### config.mk
export PLATFORM = sky130hd
export DESIGN_NAME = store_word_writer
export DESIGN_NICKNAME = d
export VERILOG_FILES = /design/src/rtl/store_word_writer.sv
export SDC_FILE = /design/constraint.sdc
export NUM_CORES = 1
export LEC_CHECK = 0
export CORE_UTILIZATION = 45
export DETAILED_ROUTE_END_ITERATION = 10
export PLACE_DENSITY = 0.75
export REMOVE_ABC_BUFFERS = 1
export SLEW_MARGIN = 5
export SYNTH_ARGS = -nofsm -noshare
export SYNTH_HDL_FRONTEND = slang
export SYNTH_SLANG_ARGS = --single-unit
### constraint.sdc
create_clock -name clk -period 1.8 [get_ports clk]
set_input_delay 0.36 -clock clk [delete_from_list [all_inputs] [get_ports clk]]
set_output_delay 0.36 -clock clk [all_outputs]
set_load 0.01 [all_outputs]
### src/rtl/store_word_writer.sv
`default_nettype none
// ============================================================================
// Module   : store_word_writer
// Purpose  : Serialises a byte, halfword or word store into big-endian
//            one-byte writes on a byte-addressed memory port. The most
//            significant stored byte lands at the base address.
// Revision : 1.0 - initial release
// ============================================================================
module store_word_writer #(
  parameter int ADDR_W = 8
) (
  input  logic              clk,
  input  logic              rst,
  input  logic              start_i,
  input  logic [ADDR_W-1:0] addr_i,
  input  logic [31:0]       wdata_i,
  input  logic [1:0]        size_i,
  output logic [ADDR_W-1:0] mem_addr_o,
  output logic [7:0]        mem_wdata_o,
  output logic              mem_we_o,
  output logic              busy_o,
  output logic              done_o,
  output logic              err_o
);

  // Store size encodings.
  localparam logic [1:0] C_SIZE_BYTE = 2'b00;
  localparam logic [1:0] C_SIZE_HALF = 2'b01;
  localparam logic [1:0] C_SIZE_WORD = 2'b10;

  typedef enum logic [1:0] {
    S_IDLE   = 2'd0,
    S_WRITE  = 2'd1,
    S_FINISH = 2'd2
  } state_t;

  state_t            state_q;
  // Remaining store bytes, left-justified: the next byte to write is
  // always in [31:24], so big-endian ordering reduces to a left shift.
  logic [31:0]       shift_q;
  // Number of bytes still to write after the one currently on the port.
  logic [1:0]        left_q;
  logic [ADDR_W-1:0] mem_addr_q;
  logic [7:0]        mem_wdata_q;
  logic              mem_we_q;
  logic              busy_q;
  logic              done_q;
  logic              err_q;

  // Left-justified request data and byte count derived from the size.
  logic [31:0]       wdata_just_d;
  logic [1:0]        left_d;
  logic              size_ok_d;

  // Decode the request size into left-justified data and a byte count.
  always_comb begin
    wdata_just_d = 32'h0;
    left_d       = 2'd0;
    size_ok_d    = 1'b1;
    case (size_i)
      C_SIZE_BYTE: begin
        wdata_just_d = {wdata_i[7:0], 24'h0};
        left_d       = 2'd0;
      end
      C_SIZE_HALF: begin
        wdata_just_d = {wdata_i[15:0], 16'h0};
        left_d       = 2'd1;
      end
      C_SIZE_WORD: begin
        wdata_just_d = wdata_i;
        left_d       = 2'd3;
      end
      default: begin
        size_ok_d    = 1'b0;
      end
    endcase
  end

  // Control FSM with registered memory-port and status outputs.
  always_ff @(posedge clk or posedge rst) begin
    if (rst) begin
      state_q     <= S_IDLE;
      shift_q     <= 32'h0;
      left_q      <= 2'd0;
      mem_addr_q  <= '0;
      mem_wdata_q <= 8'h0;
      mem_we_q    <= 1'b0;
      busy_q      <= 1'b0;
      done_q      <= 1'b0;
      err_q       <= 1'b0;
    end else begin
      case (state_q)
        S_IDLE: begin
          mem_we_q <= 1'b0;
          done_q   <= 1'b0;
          err_q    <= 1'b0;
          if (start_i) begin
            busy_q <= 1'b1;
            if (size_ok_d) begin
              // First byte goes out in the cycle right after acceptance.
              state_q     <= S_WRITE;
              mem_we_q    <= 1'b1;
              mem_addr_q  <= addr_i;
              mem_wdata_q <= wdata_just_d[31:24];
              shift_q     <= {wdata_just_d[23:0], 8'h0};
              left_q      <= left_d;
            end else begin
              // Illegal size: report straight away, never touch memory.
              state_q <= S_FINISH;
              done_q  <= 1'b1;
              err_q   <= 1'b1;
            end
          end
        end
        S_WRITE: begin
          if (left_q == 2'd0) begin
            // Last byte has been presented; address/data hold their values.
            state_q  <= S_FINISH;
            mem_we_q <= 1'b0;
            done_q   <= 1'b1;
            err_q    <= 1'b0;
          end else begin
            mem_we_q    <= 1'b1;
            mem_addr_q  <= mem_addr_q + ADDR_W'(1);
            mem_wdata_q <= shift_q[31:24];
            shift_q     <= {shift_q[23:0], 8'h0};
            left_q      <= left_q - 2'd1;
          end
        end
        S_FINISH: begin
          state_q  <= S_IDLE;
          mem_we_q <= 1'b0;
          busy_q   <= 1'b0;
          done_q   <= 1'b0;
          err_q    <= 1'b0;
        end
        default: begin
          state_q  <= S_IDLE;
          mem_we_q <= 1'b0;
          busy_q   <= 1'b0;
          done_q   <= 1'b0;
          err_q    <= 1'b0;
        end
      endcase
    end
  end

  assign mem_addr_o  = mem_addr_q;
  assign mem_wdata_o = mem_wdata_q;
  assign mem_we_o    = mem_we_q;
  assign busy_o      = busy_q;
  assign done_o      = done_q;
  assign err_o       = err_q;

endmodule
`default_nettype wire

# [After elaboration in Yosys (flattened, before gate mapping)]
# Cells that the tools add are included.
[totals] reg_bits=56 out_inout_bits=20 mem_bits_rw=0 latch_bits=0 romBits=0 n_memories=0
[op_classes] multipliers=0 bitwise=1 add_sub_neg=2 shift=0 n_eq_ne=7 reduce_logical=8 n_mux=35 order_cmp=0 div=0
[op_table] operator="2-to-1 mux 32 bit" n=3
[op_table] operator="one-hot mux 32 bit (3 select lines)" n=1
[op_table] operator="one-hot mux 32 bit (2 select lines)" n=1
[op_table] operator="2-to-1 mux 8 bit" n=6
[op_table] operator="one-hot mux 8 bit (2 select lines)" n=2
[op_table] operator="2-to-1 mux 2 bit" n=6
[op_table] operator="one-hot mux 2 bit (2 select lines)" n=3
[op_table] operator="2-to-1 mux 1 bit" n=9
[op_table] operator="adder 8 x 1 -> 8 bit, second input constant" n=1
[op_table] operator="!= test 2 bit, second input constant" n=4
[op_table] operator="one-hot mux 1 bit (2 select lines)" n=4
[op_table] operator="zero test 2 bit" n=3
[op_table] operator="equality test 2 x 1 -> 1 bit, second input constant" n=2
[op_table] operator="AND reduction 2 bit" n=2
[op_table] operator="AND reduction 4 bit" n=1
[op_table] operator="OR reduction 3 bit" n=1
[op_table] operator="equality test 2 bit, second input constant" n=1
[op_table] operator="nonzero test 2 bit" n=1
[op_table] operator="subtractor 2 x 1 -> 2 bit, second input constant" n=1
[op_table] operator="inverter 1 bit" n=1

# [Longest topological paths before layout]
# Gate-level depths: netlist (run 1).
[depth] depth_word=6 mapped_depth=8 depth_no_buf=7

# [Worst setup path after synthesis (run 1)]
# Ideal clock, no wire load.
[synth_timing] kind="input to register" from="input size_i[0]" to="register shift_q[24]" t_required_ns=1.674 setup_ns=0.126 path_slack_ns=0.109 t_arrival_ns=1.566 path_buffers=1 stages=6 cell_sequence="ha_1 or3b_1 a21o_4 buf_6 a221oi_1 nor2_1"
[synth_between] elab_chain_cells=5 word_cells_on_any_way=11 classes_between="eq/ne: 3; mux: 5; reduce/logical: 3"
[synth_lines] element="start: declaration" line_no="17" source="input logic [1:0] size_i,"
[synth_lines] element="equality test 2 bit, or another cell as far along" line_no="60" source="case (size_i)"
[synth_lines] element="one-hot mux 32 bit (3 select lines) or OR reduction 3 bit (tied branches)"
[synth_lines] element="2-to-1 mux 32 bit or 2-to-1 mux 1 bit (tied branches)" line_no="99, 60"
[synth_lines] element="2-to-1 mux 32 bit or != test 2 bit (tied branches)"
[synth_lines] element="one-hot mux 32 bit (2 select lines) or AND reduction 4 bit (tied branches)"
[synth_lines] element="end signal: assignment" line_no="105" source="shift_q <= {wdata_just_d[23:0], 8'h0};"
[synth_lines] element="end signal: assignment" line_no="126" source="shift_q <= {shift_q[23:0], 8'h0};"
[synth_lines] element="end: declaration" line_no="40" source="logic [31:0] shift_q;"
# Several ways; a longest one is shown, not always the timed one. The select of a mux whose other input is x is not followed.
# A chain may end at the register's enable or synchronous reset.

# [Final worst setup path (run 1)]
[layout_timing] from="input size_i[1]" to="register shift_q[20]"
# The elaborated chain is that of the path after synthesis.

==> summary.txt, run 1 <==
Outcome
  – Status: finished clean

Synth
  – Seq cells post-synth: 48
  – Cell taking the most area after synthesis: dfrtp_1
  – Yosys warns: 0
  – Synth top area cells: dfrtp_1 (48%), nand2_1 (6.0%), o21ai_0 (5.2%)
  – Mapped Cells: 279
  – Mean Syn Cell Area: 9.04 sq um
  – Synth async-reset ratio: 100%
  – Synth cell types: 35
  – Synthesized area: 2520 sq um
  – Top FF cell, synth: dfrtp_1
  – Fraction of the yosys area taken by sequential cells: 47.6%
  – EDFF count, synth: 0
  – Post-synth top area share: 47.6%

Detailed routing
  – Post-Route WL: 7000 um
  – Vias per inst: 5.70
  – DRC viols: 0
  – DR vias: 2407
  – First drt pass iteration count: 5
  – Routed Antenna Nets: 0
  – Iter 0 DRT Violations: 211
  – Routed len/inst: 16.6 um

GRT
  – M2 GR Usage: 42.3%
  – M3 GR Usage: 5.24%
  – GRT overflow: 0
  – First-pass GRT wire length: 11900 um
  – Total track usage: 25.9%
  – M1 GR Usage: 34.2%
  – Largest net degree at the start of global routing: 49
  – Initial antenna violation count: 0
  – Grt peak-use layer: met2
  – Vias in the first global route: 2383

STA
  – FMAX: 590 MHz
  – Period utilisation layout: 94.2%
  – Max Slew Vio Count: 0
  – Slew @ Worst Pin: 0.437 ns
  – Final Hold Vio Count: 0
  – Clock Skews: 0.0105 ns
  – Hold_ws: 0.420 ns
  – RSZ-0062 raised after global routing: no
  – Setup violations, final: 0
  – Relative slew margins: 70.8%
  – Minimum clock period: 1.70 ns

Floorplanning
  – Core area: 5240 sq um
  – Die X: 76.9 um
  – Num ports: 65
  – Die area: 5910 sq um
  – Starting density of the core: 48.2%
  – Row count: 26
  – Die H: 76.9 um

Finish
  – Layout cells sized above 1: 13.9%
  – Sequential cell area: 1200 sq um
  – Area grow syn2layout: 44.9%
  – Ant diodes: 0
  – Fillers: 399
  – Area of the multi-input gates: 1230 sq um
  – Nets: 405

Worst setup path
  – Crit-path max FO: 13
  – CP arrival: 1.92 ns
  – Startpoint type of the worst setup path: input pin
  – Req. time, crit path: 2.02 ns
  – R2R setup slack: 0.17 ns
  – Crit path kind: input pin to flop
  – CP Capture Type: flop

Power
  – P_leak: 1.55 nW
  – Power density cells: 1730 nW/um^2
  – Final Power: 6.31 mW
  – Max VDD drop: 0.896 mV

Clock tree
  – TritonCTS Sinks: 48
  – Skew-Pair Late Insertion Delay: 0.31 ns
  – # Post-CTS Setup Buffers: 0
  – Cts bufs inserted: 5
  – Root Buffer: clkbuf_8
  – Max clock buf depth: 2
  – CTS tree: built
  – H-Tree Depth: 2
  – CTS Hold Bufs: 0
  – Clock-pin slew on the worst setup and hold paths: 0.09 ns

Place
  – Routability cong.: 0.829
  – IO buf count: 64
  – Dpl hpwl: 4410 um

Flow run
  – Max Cap Viol: 0

Min path
  – Hold WC Path Type: input pin to asynchronous set/reset pin
-- cell usage after synthesis, types with 2 or more instances --
library cell  number
clkbuf_1           9
a31oi_1            9
buf_6              4
nand2b_1           2
o22ai_1            2
a21oi_1           20
nor2b_1            2
buf_4              2
nor3_1             9
a22o_1             8
ha_1               8
buf_2              6
dfrtp_1           48
nand4_1            2
nand3_1           11
o21ai_0           26
nor2_1            31
a221oi_1           8
a2bb2oi_2          2
inv_1              6
a222oi_1           8
and2_1             4
nand2_1           40
-- kinds of logic (layout without fill, tap and decap cells) --
family,Yosys count,count (layout),share of synthesized area [%]
simple gates,106,106,18.5
compound gates,87,87,23.3
flops,48,48,47.6
buf+inv,29,102,6.20
fa+ha+maj,8,8,3.97
mux,1,1,0.397
-- where the power goes --
group | switching (mW) | internal, mW
clock | 0.372 | 0.547
combinational | 1.70 | 1.77
sequential | 0.340 | 1.59
-- state kept, by name, indices dropped and copies added (netlist names) --
name         cells
shift_q         24
err_o            1
left_q           2
done_o           1
state_q          2
mem_addr_o       8
mem_we_o         1
mem_wdata_o      8
busy_o           1
-- path summary, 6_finish.rpt --
check	startpoint	end	depth (start not counted)
hold reg to reg	mem_wdata_o[0]$_DFFE_PP0P_	mem_wdata_o[0]$_DFFE_PP0P_	2
min in group clk	start_i	done_o$_DFFE_PP0P_	3
hold / removal	rst	mem_wdata_o[2]$_DFFE_PP0P_	3
max in group asynchronous	rst	shift_q[9]$_DFFE_PP0P_	3
setup reg to reg	state_q[0]$_DFFE_PP0P_	shift_q[9]$_DFFE_PP0P_	5
setup / recovery	size_i[1]	shift_q[20]$_DFFE_PP0P_	8
-- layout by cell type, fill, tap and decap left out, types with 3 or more instances in the layout --
cell,synthesis,final
a31oi_1,9,9
o21ai_1,0,3
clkbuf_8,0,5
nand3_1,11,11
dfrtp_1,48,48
ha_2,0,3
inv_1,6,5
a222oi_1,8,8
a21oi_1,20,20
buf_12,0,7
a221oi_2,0,7
nor3_1,9,9
ha_1,8,5
and2_1,4,4
buf_4,2,13
nor2_1,31,31
clkdlybuf4s50_1,0,61
o21ai_0,26,23
nand2_1,40,40
a22o_1,8,8
-- through the flow --
| step | area, sq um | TNS (ns) | util, % | std cells | setup slack, ns |
|---|---|---|---|---|---|
| finish | 3660 | 0 | 69.8 | 422 | 0.104 |
| global route | 3660 | 0 | 69.8 | 422 | 0.0210 |
| floorplan | 2390 | -23.20 | - | 257 | -1.05 |
| detailed placement | 3380 | -17.04 | 64.6 | 413 | -0.477 |
| CTS | 3640 | 0 | 69.5 | 422 | 0.0378 |
| global placement | 3380 | -15.06 | 64.6 | 413 | -0.408 |
-- worst max-delay path: stages --
cell	delay [ns]
dlygate4sd2_1	0.25
ha_2	0.19
or3b_4	0.38
a21o_4	0.29
clkinv_8	0.10
buf_12	0.13
nor2_1	0.04
a31oi_1	0.18
-- area by class of cell --
type / instances / share of cell area [%]
clock buffers: 5 / 1.88
inverters: 7 / 1.06
repair buffers: 88 / 26.4
flip-flops and latches: 48 / 32.9
well taps: 70 / 2.40
multi-input cells: 202 / 33.7
clock inverters: 2 / 1.64
-- timing repair --
| action | in CTS | in global routing |
|---|---|---|
| endpoints found under the setup margin | 34 | 18 |
| cloned | 2 | 0 |
| pin swaps | 5 | 1 |
| resized for setup | 16 | 7 |
-- layer usage --
metal,vias up,share of wire [%]
li1,1148,-
met1,1165,44
met2,87,50
met3,7,4.7
met4,0,1.2
met5,-,0
Note: power is estimated with default switching activity, not from simulation.
==> run 2, diff against run 1 <==
--- a/config.mk
+++ b/config.mk
@@ -9,7 +9,6 @@
 export DETAILED_ROUTE_END_ITERATION = 10
 export PLACE_DENSITY = 0.75
 export REMOVE_ABC_BUFFERS = 1
-export SLEW_MARGIN = 5
 export SYNTH_ARGS = -nofsm -noshare
 export SYNTH_HDL_FRONTEND = slang
 export SYNTH_SLANG_ARGS = --single-unit
==> results of run 2 <==
Same layout as run 1: the final DEF is identical, and so are final timing and power.
==> run 3, diff against run 2 <==
--- a/config.mk
+++ b/config.mk
@@ -7,6 +7,7 @@
 export LEC_CHECK = 0
 export CORE_UTILIZATION = 45
 export DETAILED_ROUTE_END_ITERATION = 10
+export HOLD_SLACK_MARGIN = 0.06
 export PLACE_DENSITY = 0.75
 export REMOVE_ABC_BUFFERS = 1
 export SYNTH_ARGS = -nofsm -noshare
==> results of run 3 <==
Same layout as run 1: the final DEF is identical, and so are final timing and power.
